**src/rtl/alzette_pkg.sv**
```systemverilog
// Shared types and constants for the iterative Alzette ARX-box engine.
package alzette_pkg;

  typedef enum logic [1:0] {
    IDLE,
    STEP_A,
    STEP_B,
    DONE
  } state_t;

  localparam int unsigned ROUNDS_MAX = 4;

  // Element [r] is the rotation for round r.
  localparam logic [3:0][4:0] R1_TAB = {5'd24, 5'd0,  5'd17, 5'd31};
  localparam logic [3:0][4:0] R2_TAB = {5'd16, 5'd31, 5'd17, 5'd24};

  function automatic logic [31:0] ror32(input logic [31:0] v, input logic [4:0] n);
    logic [63:0] t;
    t = {v, v} >> n;
    return t[31:0];
  endfunction

endpackage

```
**src/rtl/alzette_half_step.sv**
```systemverilog
// Combinational Alzette half-round: next (x, y) for STEP_A or STEP_B.
// Inverse datapath is built only when ALZETTE_INV_EN is defined.
module alzette_half_step
  import alzette_pkg::*;
(
  input  logic [31:0] x_i,
  input  logic [31:0] y_i,
  input  logic [31:0] c_i,
  input  logic [4:0]  rot_i,
  input  logic        step_b_i,
  input  logic        inv_i,
  output logic [31:0] x_o,
  output logic [31:0] y_o
);

  always_comb begin
    x_o = x_i;
    y_o = y_i;
    if (!step_b_i) begin
      x_o = x_i + ror32(y_i, rot_i);
    end else begin
      // y uses x before the constant XOR
      y_o = y_i ^ ror32(x_i, rot_i);
      x_o = x_i ^ c_i;
    end
`ifdef ALZETTE_INV_EN
    if (inv_i) begin
      if (!step_b_i) begin
        x_o = x_i ^ c_i;
        y_o = y_i ^ ror32(x_i ^ c_i, rot_i);
      end else begin
        x_o = x_i - ror32(y_i, rot_i);
        y_o = y_i;
      end
    end
`endif
  end

`ifndef ALZETTE_INV_EN
  logic unused_inv;
  assign unused_inv = inv_i;
`endif

endmodule

```
**src/rtl/alzette_iter.sv**
```systemverilog
// Iterative Alzette engine: one half-round per cycle over valid/ready handshakes.
// Optional inverse direction compiled in with ALZETTE_INV_EN.
module alzette_iter
  import alzette_pkg::*;
#(
  parameter int unsigned ROUNDS = 4
) (
  input  logic        g_clk,
  input  logic        g_resetn,
  input  logic        in_valid,
  output logic        in_ready,
  input  logic        in_inv,
  input  logic [31:0] in_x,
  input  logic [31:0] in_y,
  input  logic [31:0] in_c,
  output logic        out_valid,
  input  logic        out_ready,
  output logic [31:0] out_x,
  output logic [31:0] out_y,
  output logic        busy
);

  if (ROUNDS < 1 || ROUNDS > ROUNDS_MAX) begin : g_bad_rounds
    $error("alzette_iter: ROUNDS must be 1..4");
  end

  localparam logic [1:0] RLAST = 2'(ROUNDS - 1);
`ifdef ALZETTE_INV_EN
  localparam logic INV_EN = 1'b1;
`else
  localparam logic INV_EN = 1'b0;
`endif

  state_t      state_q;
  logic [31:0] x_q, y_q, c_q;
  logic [1:0]  rnd_q;
  logic        inv_q;

  logic [31:0] x_d, y_d;
  logic        step_b;
  logic [4:0]  rot;
  logic        last_round;
  logic        acc_inv;

  assign step_b     = (state_q == STEP_B);
  // Forward uses R1 then R2; inverse applies them in the opposite step order.
  assign rot        = (step_b ^ inv_q) ? R2_TAB[rnd_q] : R1_TAB[rnd_q];
  assign last_round = inv_q ? (rnd_q == 2'd0) : (rnd_q == RLAST);
  assign acc_inv    = in_inv & INV_EN;

  alzette_half_step u_half_step (
    .x_i      (x_q),
    .y_i      (y_q),
    .c_i      (c_q),
    .rot_i    (rot),
    .step_b_i (step_b),
    .inv_i    (inv_q),
    .x_o      (x_d),
    .y_o      (y_d)
  );

  always_ff @(posedge g_clk or negedge g_resetn) begin
    if (!g_resetn) begin
      state_q <= IDLE;
      x_q     <= '0;
      y_q     <= '0;
      c_q     <= '0;
      rnd_q   <= '0;
      inv_q   <= 1'b0;
    end else begin
      case (state_q)
        IDLE: begin
          if (in_valid) begin
            x_q     <= in_x;
            y_q     <= in_y;
            c_q     <= in_c;
            inv_q   <= acc_inv;
            rnd_q   <= acc_inv ? RLAST : 2'd0;
            state_q <= STEP_A;
          end
        end
        STEP_A: begin
          x_q     <= x_d;
          y_q     <= y_d;
          state_q <= STEP_B;
        end
        STEP_B: begin
          x_q <= x_d;
          y_q <= y_d;
          if (last_round) begin
            state_q <= DONE;
          end else begin
            rnd_q   <= inv_q ? rnd_q - 2'd1 : rnd_q + 2'd1;
            state_q <= STEP_A;
          end
        end
        DONE: begin
          if (out_ready) state_q <= IDLE;
        end
        default: state_q <= IDLE;
      endcase
    end
  end

  assign in_ready  = (state_q == IDLE);
  assign out_valid = (state_q == DONE);
  assign busy      = (state_q != IDLE);
  assign out_x     = x_q;
  assign out_y     = y_q;

endmodule

```
**config.mk**
```make
export PLATFORM = sky130hd
export DESIGN_NAME = alzette_iter
export DESIGN_NICKNAME = d
export VERILOG_FILES = /design/src/rtl/alzette_pkg.sv /design/src/rtl/alzette_half_step.sv /design/src/rtl/alzette_iter.sv
export SDC_FILE = /design/constraint.sdc
export NUM_CORES = 1
export LEC_CHECK = 0
export ABC_CLOCK_PERIOD_IN_PS = 10010
export CAP_MARGIN = 20
export CORE_AREA = 2 2 178 145
export DETAILED_ROUTE_END_ITERATION = 10
export DIE_AREA = 0 0 180 147
export PLACE_DENSITY = 0.61
export SLEW_MARGIN = 40
export SYNTH_ARGS = -nofsm -noshare
export SYNTH_HDL_FRONTEND = slang
export SYNTH_SLANG_ARGS = --single-unit
```
**constraint.sdc**
```tcl
create_clock -name g_clk -period 10.01 [get_ports g_clk]
set_clock_uncertainty 0.15 [all_clocks]
set_input_delay 1.5015 -clock g_clk [delete_from_list [all_inputs] [get_ports g_clk]]
set_output_delay 1.5015 -clock g_clk [all_outputs]
set_load 0.005 [all_outputs]
```
* Yosys cells after proc, flatten, opt, wreduce, memory -nomap -nowiden
Index checks and enable logic that the tools add are counted.
** Word-level totals
- Flip-flop bits (word level) :: 100
- Input port bits :: 101
- Word-level logic and storage cells :: 48
** Cells by class
- Add/sub/neg operators :: 2
- $lt $le $gt $ge :: 1
- Equal/unequal tests :: 8
- Shift-type cells :: 2
- Muxes and demuxes :: 18
- Bitwise gates (word level) :: 2
- Reduce and logical (&&, ||, !) cells :: 10
** Operators with widths (number)
- $mux 32 :: 4
- $pmux 32 s2 :: 2
- $shr 64x5->32 :: 2
- $xor 32x32->32 :: 2
- $add 32x32->32 :: 1
- $bmux 5 s2 :: 2
- $mux 5 :: 3
- $mux 2 :: 5
- $pmux 2 s4 :: 1
- $eq 2x2->1 const B :: 3
- $reduce_and 2->1 :: 3
- $reduce_and 3->1 :: 2
- $reduce_bool 2->1 :: 3
- $ne 2x1->1 const B :: 2
- $ne 2x2->1 const B :: 2
- $pmux 2 s2 :: 1
- $lt 2x3->1 const B :: 1
- $add 2x1->2 const B :: 1
- $eq 2x1->1 const B :: 1
- $logic_not 2->1 :: 1
- $reduce_or 2->1 :: 1

* Logic depth before layout (Yosys ltp)
Gate-level depths: netlist of run 1.
- Depth in word-level cells :: 7
- Gate-level depth with buffers :: 24
- Depth with buffers taken out :: 21

* Modules after synthesis
A second synthesis of run 1 with hierarchy kept.
** Unflattened totals
- Cell total of the unflattened synthesis :: 1103
- Area, all modules :: 11410.9 sq um
** By module, submodules not included
- alzette_half_step :: times used 1, cells an instance 789, area each 6369.9 sq um
- alzette_iter :: times used 1, cells an instance 314, area each 5041.1 sq um

* Least setup slack after synthesis of run 1
Ideal clock, no wire load.
- Kind :: reg-to-reg
- Start point :: register rnd_q[1]
- End point :: register x_q[31], in the netlist out_x[31]
- Library setup time :: 82 ps
- Arrival :: 4770 ps
- Slack :: 5008 ps
- Cell stages (with the launch flop) :: 22
- Path buffers :: 3
- Clock period less this slack :: 5002 ps
- Cell sequence :: dfrtp_1 inv_1 ha_1 mux2i_1 buf_2 buf_1 buf_2 mux2i_1 mux2i_1 nand2_1 o21ai_0 mux2_2 ha_1 a21oi_1 nand2_1 a221o_1 a31o_2 a31oi_1 a21oi_1 o21a_1 or4b_1 a31oi_1
** Between the ends
- Longest elaborated chain between the ends :: 7
- Elaborated cells between the ends (all ways) :: 9
- Classes of those cells :: 1 x add/sub; 1 x shift; 7 x mux
** Ends and longest elaborated chain
- from (decl) :: RTL line alzette_iter.sv:36 : logic [1:0] rnd_q;
- from (signal assigned) :: RTL line alzette_iter.sv:78 : rnd_q <= acc_inv ? RLAST : 2'd0;
- from (signal assigned) :: RTL line alzette_iter.sv:93 : rnd_q <= inv_q ? rnd_q - 2'd1 : rnd_q + 2'd1;
- $bmux 5 s2 :: RTL line alzette_iter.sv:47 : assign rot = (step_b ^ inv_q) ? R2_TAB[rnd_q] : R1_TAB[rnd_q];
- $mux 5 (not written as such) :: RTL line alzette_iter.sv:47
- $mux 5 (*) :: RTL line alzette_iter.sv:47
- $shr 64x5->32 (*) :: RTL line alzette_pkg.sv:19 : t = {v, v} >> n;
- $add 32x32->32 (*) :: RTL line alzette_half_step.sv:20 : x_o = x_i + ror32(y_i, rot_i);
- $mux 32 (*) :: RTL line alzette_half_step.sv:19 : if (!step_b_i) begin
- $pmux 32 s2 (*) :: RTL line alzette_iter.sv:71 : case (state_q)
- to (signal assigned) :: RTL line alzette_iter.sv:74 : x_q <= in_x;
- to (decl) :: RTL line alzette_iter.sv:35 : logic [31:0] x_q, y_q, c_q;
Every way passes the cells marked *; elsewhere a longest branch is shown, timed or not. The select of a mux whose other input is x is not followed.
A chain may end at the register's enable or synchronous reset.

* Worst setup path after layout of run 1
- Start point :: register state_q[0]
- End point :: register x_q[30], in the netlist out_x[30]
** Between the ends
- Longest elaborated chain between the ends :: 6
- Elaborated cells between the ends (all ways) :: 12
- Classes of those cells :: 1 x add/sub; 3 x eq/ne; 1 x shift; 3 x mux; 4 x reduce/logical
** Ends and longest elaborated chain
- from (decl) :: RTL line alzette_iter.sv:34 : state_t state_q;
- from (signal assigned) :: RTL line alzette_iter.sv:64 : state_q <= IDLE;
- from (signal assigned) :: RTL line alzette_iter.sv:79 : state_q <= STEP_A;
- from (signal assigned) :: RTL line alzette_iter.sv:85 : state_q <= STEP_B;
- $eq 2x2->1 :: RTL line alzette_iter.sv:45, alzette_iter.sv:71
- $mux 5 :: RTL line alzette_iter.sv:47
- $shr 64x5->32 :: RTL line alzette_pkg.sv:19
- $add 32x32->32 :: RTL line alzette_half_step.sv:20
- $mux 32 :: RTL line alzette_half_step.sv:19
- $pmux 32 s2 :: RTL line alzette_iter.sv:71
Several ways; a longest one is shown, not always the timed one.

==> results.yml, run 1 <==
clocking:
  clk_pin_slew_ns: 0.07
  ctsHoldBuffers: 0
  clkSinkCount: 100
  clk_latency_ns: 0.37
  clock_path_buffers: 2
  cts_root_buf: "clkbuf_16"
  h-tree-depth: 3
  post_cts_buffers: 0
  cts_resized: 0
  cts_buffers: 9
  cts_tree: "built"
worst_hold_path:
  hold_class: "reg -> reg"
  min_path_cells: 1
logic_synthesis:
  synthSimpleGateAreaFrac: 0.131
  synth_area_per_cell_um2: 8.34
  synth-seq-cells: 100
  synth_cells: 1165
  netlist_area_mm2: 0.00972
  yosys.area_share.xor_xnor: 0.0369
  ys_seq_area_frac: 0.257
  netlist-cell-type-count: 61
  mappedNetlistNets: 1305
  synth_edf_count: 0
  async_flop_share: 1.00
  synthAdderAreaFrac: 0.0510
  synth-warning-count: 0
  synth_compound_gate_area_share: 0.208
  post_synth_mux_area_share: 0.271
  synth_top_family_by_area: "multiplexers"
  synthFlopType: "dfrtp_1"
placed_design:
  port_buffers: 166
  globalplace.congestion: 0.942
  dp_hpwl_um: 25600
timing:
  finalSetupViolations: 0
  tns_ns: 0
  rsz0062_at_grt: "false"
  finalCritPeriodShare: 0.621
  slew_headroom: 0.485
  fmax_mhz: 161
  hold_viol: 0
  timing.final.crit_period_ns: 6.22
  tightest_slew_ns: 0.772
  slew_violations: 0
route:
  drc: 0
  initialDrtViolationCount: 955
  vias: 9423
  avgViaCountPerCell: 5.85
  ant_nets: 0
  wl_per_cell_um: 21.0
  totalWireLength_um: 33800
  drtPass1Iterations: 7
global_route:
  track_usage: 0.252
  grt_max_degree: 65
  grt_pass1_wl_um: 52600
  antenna_found_initial: 0
  gr-total-overflow: 0
  grt_pass1_vias: 8981
final_layout:
  fin_nets: 1422
  n_antenna_cell: 0
  syn_to_final_growth_pct: 23.3
  fillers: 2430
  register_area_mm2: 0.00250
  multi_input_area_mm2: 0.00687
  drive_gt1_frac: 0.0800
die:
  start_util: 0.392
  design.die.area_mm2: 0.0265
  coreArea_mm2: 0.0248
  rows: 52
  ios: 168
  die_y_um: 147
  die_x_um: 180
flow_run:
  drv_cap: 0
worst_setup_path:
  crit_chain: "inv_1 -> ha_1 -> buf_4 -> inv_1 -> mux2i_2 -> buf_4 -> mux2i_1 -> mux2i_1 -> mux4_2 -> ha_1 -> inv_1 -> fa_1 -> nor2b_1 -> o31ai_1 -> a21oi_1 -> a21oi_1 -> o21ai_1 -> o31a_1 -> a211oi_1 -> xor2_1 -> o41ai_1"
  cp_max_fo: 40
  slowest_delay_ns: 0.54
  worstPathRequired_ns: 10.12
  path_class: "reg -> reg"
  worst-path-buf-inv: 5
  crit_path_end_kind: "flop"
  critPathLaunchType: "flop"
  cp_top_family: "compound AO/OA/AOI/OAI gates"
  path_common_cell: "inv_1"
  worstPathArrival_ns: 6.32
  crit_cells: 21
  ff2ff_path_depth: 21
  cp_slowest_cell: "mux4_2"
run_status:
  status: "complete, no violations"
[cells by family after synthesis]
| logic type | Yosys count |
|---|---|
| compound gates | 338 |
| mux | 247 |
| flops | 100 |
| fa+ha+maj | 39 |
| simple gates | 298 |
| buf+inv | 102 |
| xor+xnor | 41 |
[Yosys cell counts (10+ instances only)]
cell type  count  share of area
inv_1         23         0.0089
clkbuf_1      48          0.019
mux2i_1      191           0.20
a21oi_1       97          0.050
mux2_2        45          0.052
a21o_1        11         0.0085
o22ai_1       33          0.021
buf_2         17         0.0088
nor2_1        79          0.031
nand3_1       39          0.020
nand2_1      142          0.055
a211oi_1      15          0.012
xor2_1        18          0.016
a31oi_1       19          0.012
xnor2_1       23          0.021
o21ai_0      107          0.055
dfrtp_1      100           0.26
buf_1         10         0.0039
ha_1          38          0.049
[final timing paths]
path / from / slack [ns] / endpoint
setup / recovery: state_q[0] / 3.79 / out_x[30]
hold / removal: c_q[12] / 0.38 / c_q[12]
setup reg to reg: state_q[0] / 3.79 / out_x[30]
hold reg to reg: c_q[12] / 0.38 / c_q[12]
max in group asynchronous: g_resetn / 7.76 / out_x[5]
min in group asynchronous: g_resetn / 0.99 / c_q[4]
[cell usage in the layout, fill, tap and decap left out, types with 5 or more instances in the layout]
master           instances
o211ai_1                 8
nand2_1                142
clkdlybuf4s50_1        165
o21ai_0                106
ha_1                    37
mux4_2                   8
xnor2_1                 23
nand4_1                  5
a31oi_1                 19
dfrtp_1                100
and3_1                   9
a21oi_1                 96
o21a_1                   6
a211oi_1                15
mux2i_1                187
a21o_1                  11
buf_4                   17
clkbuf_16                9
mux2_2                  45
nor2_1                  79
xor2_1                  18
nand3_1                 39
nor3b_1                  6
o22ai_1                 33
inv_1                   23
[stage by stage]
step                setup slack [ns]   util  hold slack (ns)  cell area (µm²)  cells
floorplan                       5.01      -            0.338             9720   1165
global placement                3.91  0.470            0.351            11700   1594
detailed placement              3.89  0.470            0.359            11700   1594
CTS                             3.86  0.482            0.377            12000   1610
global route                    3.37  0.483            0.386            12000   1611
finish                          3.79  0.483            0.376            12000   1611
[area by class of cell]
cell class	count	share of cell area
flip-flops and latches	100	0.209
inverters	24	0.00752
well taps	324	0.0338
repair buffers	184	0.151
clock buffers	11	0.0203
clock inverters	5	0.00512
multi-input cells	963	0.573
[layer usage]
metal | part of all wire | vias to the layer above | track usage
met5 | 0 | - | 0
met4 | 0.014 | 0 | 0.0496
met3 | 0.061 | 35 | 0.0429
met2 | 0.44 | 324 | 0.384
met1 | 0.49 | 4540 | 0.375
li1 | - | 4524 | -
[registers in the layout, indices dropped and copies added, names as in the netlist]
| register | flops |
|---|---|
| out_y | 32 |
| c_q | 32 |
| rnd_q | 2 |
| out_x | 32 |
| state_q | 2 |
Power of run 1 is not shown: default switching activity piles up to over one toggle a cycle in this logic, so the estimate is an artifact.
==> inputs of run 2 (changes only) <==
--- a/config.mk
+++ b/config.mk
@@ -5,12 +5,12 @@
 export SDC_FILE = /design/constraint.sdc
 export NUM_CORES = 1
 export LEC_CHECK = 0
-export ABC_CLOCK_PERIOD_IN_PS = 10010
+export ABC_CLOCK_PERIOD_IN_PS = 5400
 export CAP_MARGIN = 20
 export CORE_AREA = 2 2 178 145
 export DETAILED_ROUTE_END_ITERATION = 10
 export DIE_AREA = 0 0 180 147
-export PLACE_DENSITY = 0.61
+export PLACE_DENSITY = 0.64
 export SLEW_MARGIN = 40
 export SYNTH_ARGS = -nofsm -noshare
 export SYNTH_HDL_FRONTEND = slang
==> constraint.sdc (replaced) <==
create_clock -name g_clk -period 5.4 [get_ports g_clk]
set_clock_uncertainty 0.15 [all_clocks]
set_input_delay 0.81 -clock g_clk [delete_from_list [all_inputs] [get_ports g_clk]]
set_output_delay 0.81 -clock g_clk [all_outputs]
set_load 0.005 [all_outputs]
==> run 2 against run 1 <==
Compared with the run above: non-clock buffer count increased by 47; sequential share of layout area down 0.71 points; core utilization rose by 1.7 points; first-iteration DRC count shrank 17%; count of clock-buffer cells in the layout fell by 2; hold slack worse by 0.094 ns; register-to-register slack worse by 3.6 ns; critical path depth decreased by 2; critical endpoint is now out_x[31].
==> results.yml, run 2 (synthesis results as in run 1) <==
placed_design:
  place_ws_ns: -0.00686
  placed_cell_area_mm2: 0.0120
  dp_hpwl_um: 26700
  port_buffers: 166
  globalplace.congestion: 0.995
timing:
  setup_slack_ns: 0.200
  finalSetupViolations: 0
  timing.final.crit_period_ns: 5.20
  rsz0062_at_grt: "true"
  fin_hold_ws_ns: 0.282
  hold_viol: 0
  finalCritPeriodShare: 0.963
  slew_headroom: 0.482
  slew_violations: 0
  tightest_slew_ns: 0.778
  tns_ns: 0
  fmax_mhz: 192
route:
  totalWireLength_um: 34100
  vias: 9605
  drtPass1Iterations: 5
  avgViaCountPerCell: 5.79
  ant_nets: 0
  wl_per_cell_um: 20.6
  drc: 0
  initialDrtViolationCount: 797
worst_setup_path:
  crit_path_end_kind: "flop"
  worst-path-buf-inv: 2
  slowest_delay_ns: 0.51
  crit_chain: "inv_1 -> ha_4 -> mux2i_4 -> buf_4 -> mux2i_1 -> mux2i_1 -> nand2_1 -> o21ai_0 -> mux2_2 -> ha_1 -> a21oi_1 -> nand2_1 -> a221o_1 -> a31o_2 -> a31oi_1 -> a21oi_1 -> o21a_1 -> or4b_1 -> a31oi_1"
  worstPathRequired_ns: 5.53
  worstPathArrival_ns: 5.33
  critPathLaunchType: "flop"
  cp_max_fo: 6
  cp_slowest_cell: "or4b_1"
  path_class: "reg -> reg"
  ff2ff_path_depth: 19
  reg2reg_to: "out_x[31]"
  cp_top_family: "compound AO/OA/AOI/OAI gates"
  reg2reg_from: "state_q[0]"
  rrSetupSlack_ns: 0.20
clocking:
  clk_latency_ns: 0.36
  h-tree-depth: 3
  clk_pin_slew_ns: 0.08
  clock_path_buffers: 2
  clkSinkCount: 100
  cts_buffers: 9
  cts_root_buf: "clkbuf_16"
  cts_tree: "built"
global_route:
  grt_max_degree: 65
  grtUsageMet1: 0.371
  grt_pass1_vias: 8997
  grtUsageMet3: 0.0486
  grt_util_met2: 0.385
  antenna_found_initial: 0
  grt_busiest_layer: "met2"
  grt_pass1_wl_um: 52200
  gr-total-overflow: 0
  track_usage: 0.253
final_layout:
  n_antenna_cell: 0
  fin_nets: 1469
  drive_gt1_frac: 0.117
  syn_to_final_growth_pct: 27.6
  final_area_mm2: 0.0124
  final_cell_mix: "187 x mux2i_1, 165 x clkdlybuf4s50_1, 142 x nand2_1"
  final_common_cell: "mux2i_1"
  fillers: 2378
die:
  die_y_um: 147
  design.die.area_mm2: 0.0265
  start_util: 0.392
  coreArea_mm2: 0.0248
  rows: 52
  ios: 168
  die_x_um: 180
run_status:
  status: "complete, no violations"
flow_run:
  drv_cap: 0
worst_hold_path:
  hold_class: "in -> async"
## run 2: changes by cell type in the layout (fill, tap and decap cells not counted), sizes merged
cell    change
bufinv      -1
clkbuf      -2
buf        +47
inv         +3
## run 2: cell type report
class                           instances  area, µm²  share of cell area
Tap cell                              324        405              0.0327
Inverter                               24       90.1             0.00726
Sequential cell                       100       2500               0.202
Clock buffer                            9        225              0.0182
Multi-Input combinational cell        963       6900               0.556
Clock inverter                          7       56.3             0.00454
Timing Repair Buffer                  231       2220               0.179
## run 2: timing repair
item / CTS / global route
setup buffers: 1 / 1
hold buffers: 0 / 0
resized for setup: 0 / 8
setup endpoints to repair: 1 / 8
## run 2: layer usage
layer  up-vias  part of all wire
li1       4617                 -
met1      4606              0.47
met2       354              0.44
met3        28             0.072
met4         0             0.012
met5         -                 0
## run 2: through the flow
stage	cells	utilization
after floorplan	1165	-
after global placement	1639	0.486
after detailed placement	1639	0.486
after CTS	1656	0.497
after global routing	1658	0.500
final	1658	0.500
## run 2: worst register-to-register path, stage by stage (launching register included)
cell     delay [ns]
dfrtp_1        0.41
inv_1          0.16
ha_4           0.21
mux2i_4        0.39
buf_4          0.22
mux2i_1        0.27
mux2i_1        0.15
nand2_1        0.08
o21ai_0        0.16
mux2_2         0.35
ha_1           0.35
a21oi_1        0.16
nand2_1        0.08
a221o_1        0.38
a31o_2         0.30
a31oi_1        0.31
a21oi_1        0.13
o21a_1         0.21
or4b_1         0.51
a31oi_1        0.14
## run 2: how the worst max path moves through the flow
| stage | startpoint | to | slack (ns) | depth (start not counted) |
|---|---|---|---|---|
| 2_1_floorplan | rnd_q[1] | out_x[31] | 0.40 | 21 |
| 3_3_place_gp | state_q[0] | out_x[31] | 0.07 | 17 |
| 3_5_place_dp | state_q[0] | out_x[31] | -0.007 | 17 |
| 4_1_cts | state_q[0] | out_x[31] | 0.05 | 17 |
| 5_1_grt | state_q[0] | out_x[30] | -0.0002 | 21 |
| 6_report | state_q[0] | out_x[31] | 0.20 | 19 |
Power of run 2 is left out for the same reason.
==> inputs of run 3 (changes only) <==
--- a/config.mk
+++ b/config.mk
@@ -5,12 +5,12 @@
 export SDC_FILE = /design/constraint.sdc
 export NUM_CORES = 1
 export LEC_CHECK = 0
-export ABC_CLOCK_PERIOD_IN_PS = 5400
+export ABC_CLOCK_PERIOD_IN_PS = 6280
 export CAP_MARGIN = 20
 export CORE_AREA = 2 2 178 145
 export DETAILED_ROUTE_END_ITERATION = 10
 export DIE_AREA = 0 0 180 147
-export PLACE_DENSITY = 0.64
+export PLACE_DENSITY = 0.61
 export SLEW_MARGIN = 40
 export SYNTH_ARGS = -nofsm -noshare
 export SYNTH_HDL_FRONTEND = slang
==> constraint.sdc (replaced) <==
create_clock -name g_clk -period 6.28 [get_ports g_clk]
set_clock_uncertainty 0.15 [all_clocks]
set_input_delay 0.942 -clock g_clk [delete_from_list [all_inputs] [get_ports g_clk]]
set_output_delay 0.942 -clock g_clk [all_outputs]
set_load 0.005 [all_outputs]
==> run 3 against run 2 <==
Compared with the run above: critical path depth increased by 2; sequential share of layout area increased by 0.58 points; highest routed layer unchanged; routed wire length increased by 0.33%; core utilization decreased by 1.4 points; fmax decreased by 7.9%; register-to-register slack improved by 0.43 ns; count of clock-buffer cells in the layout increased by 3; global-route usage increased by 0.52 points; sequential cell count unchanged; die area unchanged; via count decreased by 1.0%.
==> results.yml, run 3 (synthesis results as in run 1) <==
run_status:
  status: "complete, no violations"
route:
  initialDrtViolationCount: 633
  vias: 9509
  ant_nets: 0
  wl_met1_um: 16700
  wl_per_cell_um: 21.1
  top_layer: "met4"
  drc: 0
  drtPass1Iterations: 6
  route.met3.wl_um: 2090
  avgViaCountPerCell: 5.87
  dr_wl_met2_um: 15000
  totalWireLength_um: 34300
final_layout:
  final_cell_mix: "187 x mux2i_1, 165 x clkdlybuf4s50_1, 142 x nand2_1"
  final_common_cell: "mux2i_1"
  drive_gt1_frac: 0.0864
  fin_nets: 1432
  n_antenna_cell: 0
  syn_to_final_growth_pct: 24.0
timing:
  slew_headroom: 0.457
  fmax_mhz: 177
  tightest_slew_ns: 0.814
  rsz0062_at_grt: "false"
  finalSetupViolations: 0
  timing.final.crit_period_ns: 5.65
  tns_ns: 0
  finalCritPeriodShare: 0.899
  hold_viol: 0
  slew_violations: 0
clocking:
  cts_resized: 0
  clock_path_buffers: 2
  clk_latency_ns: 0.37
  clk_pin_slew_ns: 0.07
  clkSinkCount: 100
  h-tree-depth: 3
  post_cts_buffers: 0
  cts_tree: "built"
  ctsHoldBuffers: 0
  cts_buffers: 9
  cts_root_buf: "clkbuf_16"
die:
  start_util: 0.392
  die_x_um: 180
  ios: 168
  coreArea_mm2: 0.0248
  design.die.area_mm2: 0.0265
  die_y_um: 147
  rows: 52
worst_setup_path:
  path_class: "reg -> reg"
  critPathLaunchType: "flop"
  cp_max_fo: 30
  worstPathRequired_ns: 6.39
  worstPathArrival_ns: 5.75
  crit_path_end_kind: "flop"
global_route:
  antenna_found_initial: 0
  grt_pass1_vias: 9040
  gr-total-overflow: 0
  grt_max_degree: 54
  grt_pass1_wl_um: 53200
  track_usage: 0.258
placed_design:
  port_buffers: 166
  dp_hpwl_um: 26700
  globalplace.congestion: 0.903
flow_run:
  drv_cap: 0
worst_hold_path:
  hold_class: "reg -> reg"
==> run 3: critical path, cell delays in order, from the launching register on <==
cell	delay (ns)
dfrtp_1	0.48
inv_1	0.15
ha_1	0.47
inv_1	0.14
mux2i_4	0.14
buf_4	0.37
nand2_1	0.10
nand2_1	0.10
nor2_1	0.05
a31oi_1	0.25
mux2i_1	0.15
mux2i_1	0.30
ha_1	0.35
nor2b_1	0.17
o31ai_1	0.38
a21oi_1	0.20
a21oi_1	0.34
o21ai_1	0.23
o31a_1	0.33
a211oi_1	0.27
xor2_1	0.12
o41ai_1	0.28
==> run 3: area by class of cell <==
class,instances,area (µm²)
clock buffer,12,256
inverter,24,90.1
timing repair buffer,194,1880
multi-input combinational,963,6870
clock inverter,3,46.3
tap,324,405
sequential,100,2500
fill,2449,12700
==> run 3: worst paths after layout <==
check | startpoint | endpoint | slack [ns] | depth (start not counted)
max reg2reg | rnd_q[1] | out_x[30] | 0.63 | 21
max | rnd_q[1] | out_x[30] | 0.63 | 21
min in group asynchronous | g_resetn | out_x[4] | 0.46 | 1
min reg2reg | c_q[23] | c_q[23] | 0.38 | 1
max in group asynchronous | g_resetn | out_x[23] | 4.37 | 2
min | c_q[23] | c_q[23] | 0.38 | 1
==> run 3: routing by layer <==
layer | track usage | vias up
met1 | 0.380 | 4625
met2 | 0.392 | 308
met4 | 0.0565 | 0
met5 | 0 | -
li1 | - | 4547
met3 | 0.0493 | 29
==> run 3: per-stage QoR <==
| step | hold WS [ns] | std cells | setup slack [ns] | util | area (µm²) |
|---|---|---|---|---|---|
| after floorplan | 0.338 | 1165 | 1.28 | - | 9720 |
| after global placement | 0.357 | 1605 | 0.815 | 0.474 | 11700 |
| after detailed placement | 0.365 | 1605 | 0.738 | 0.474 | 11700 |
| after CTS | 0.380 | 1620 | 0.699 | 0.486 | 12100 |
| after global routing | 0.396 | 1620 | 0.293 | 0.486 | 12100 |
| final | 0.379 | 1620 | 0.633 | 0.486 | 12100 |
Power of run 3 is left out for the same reason.
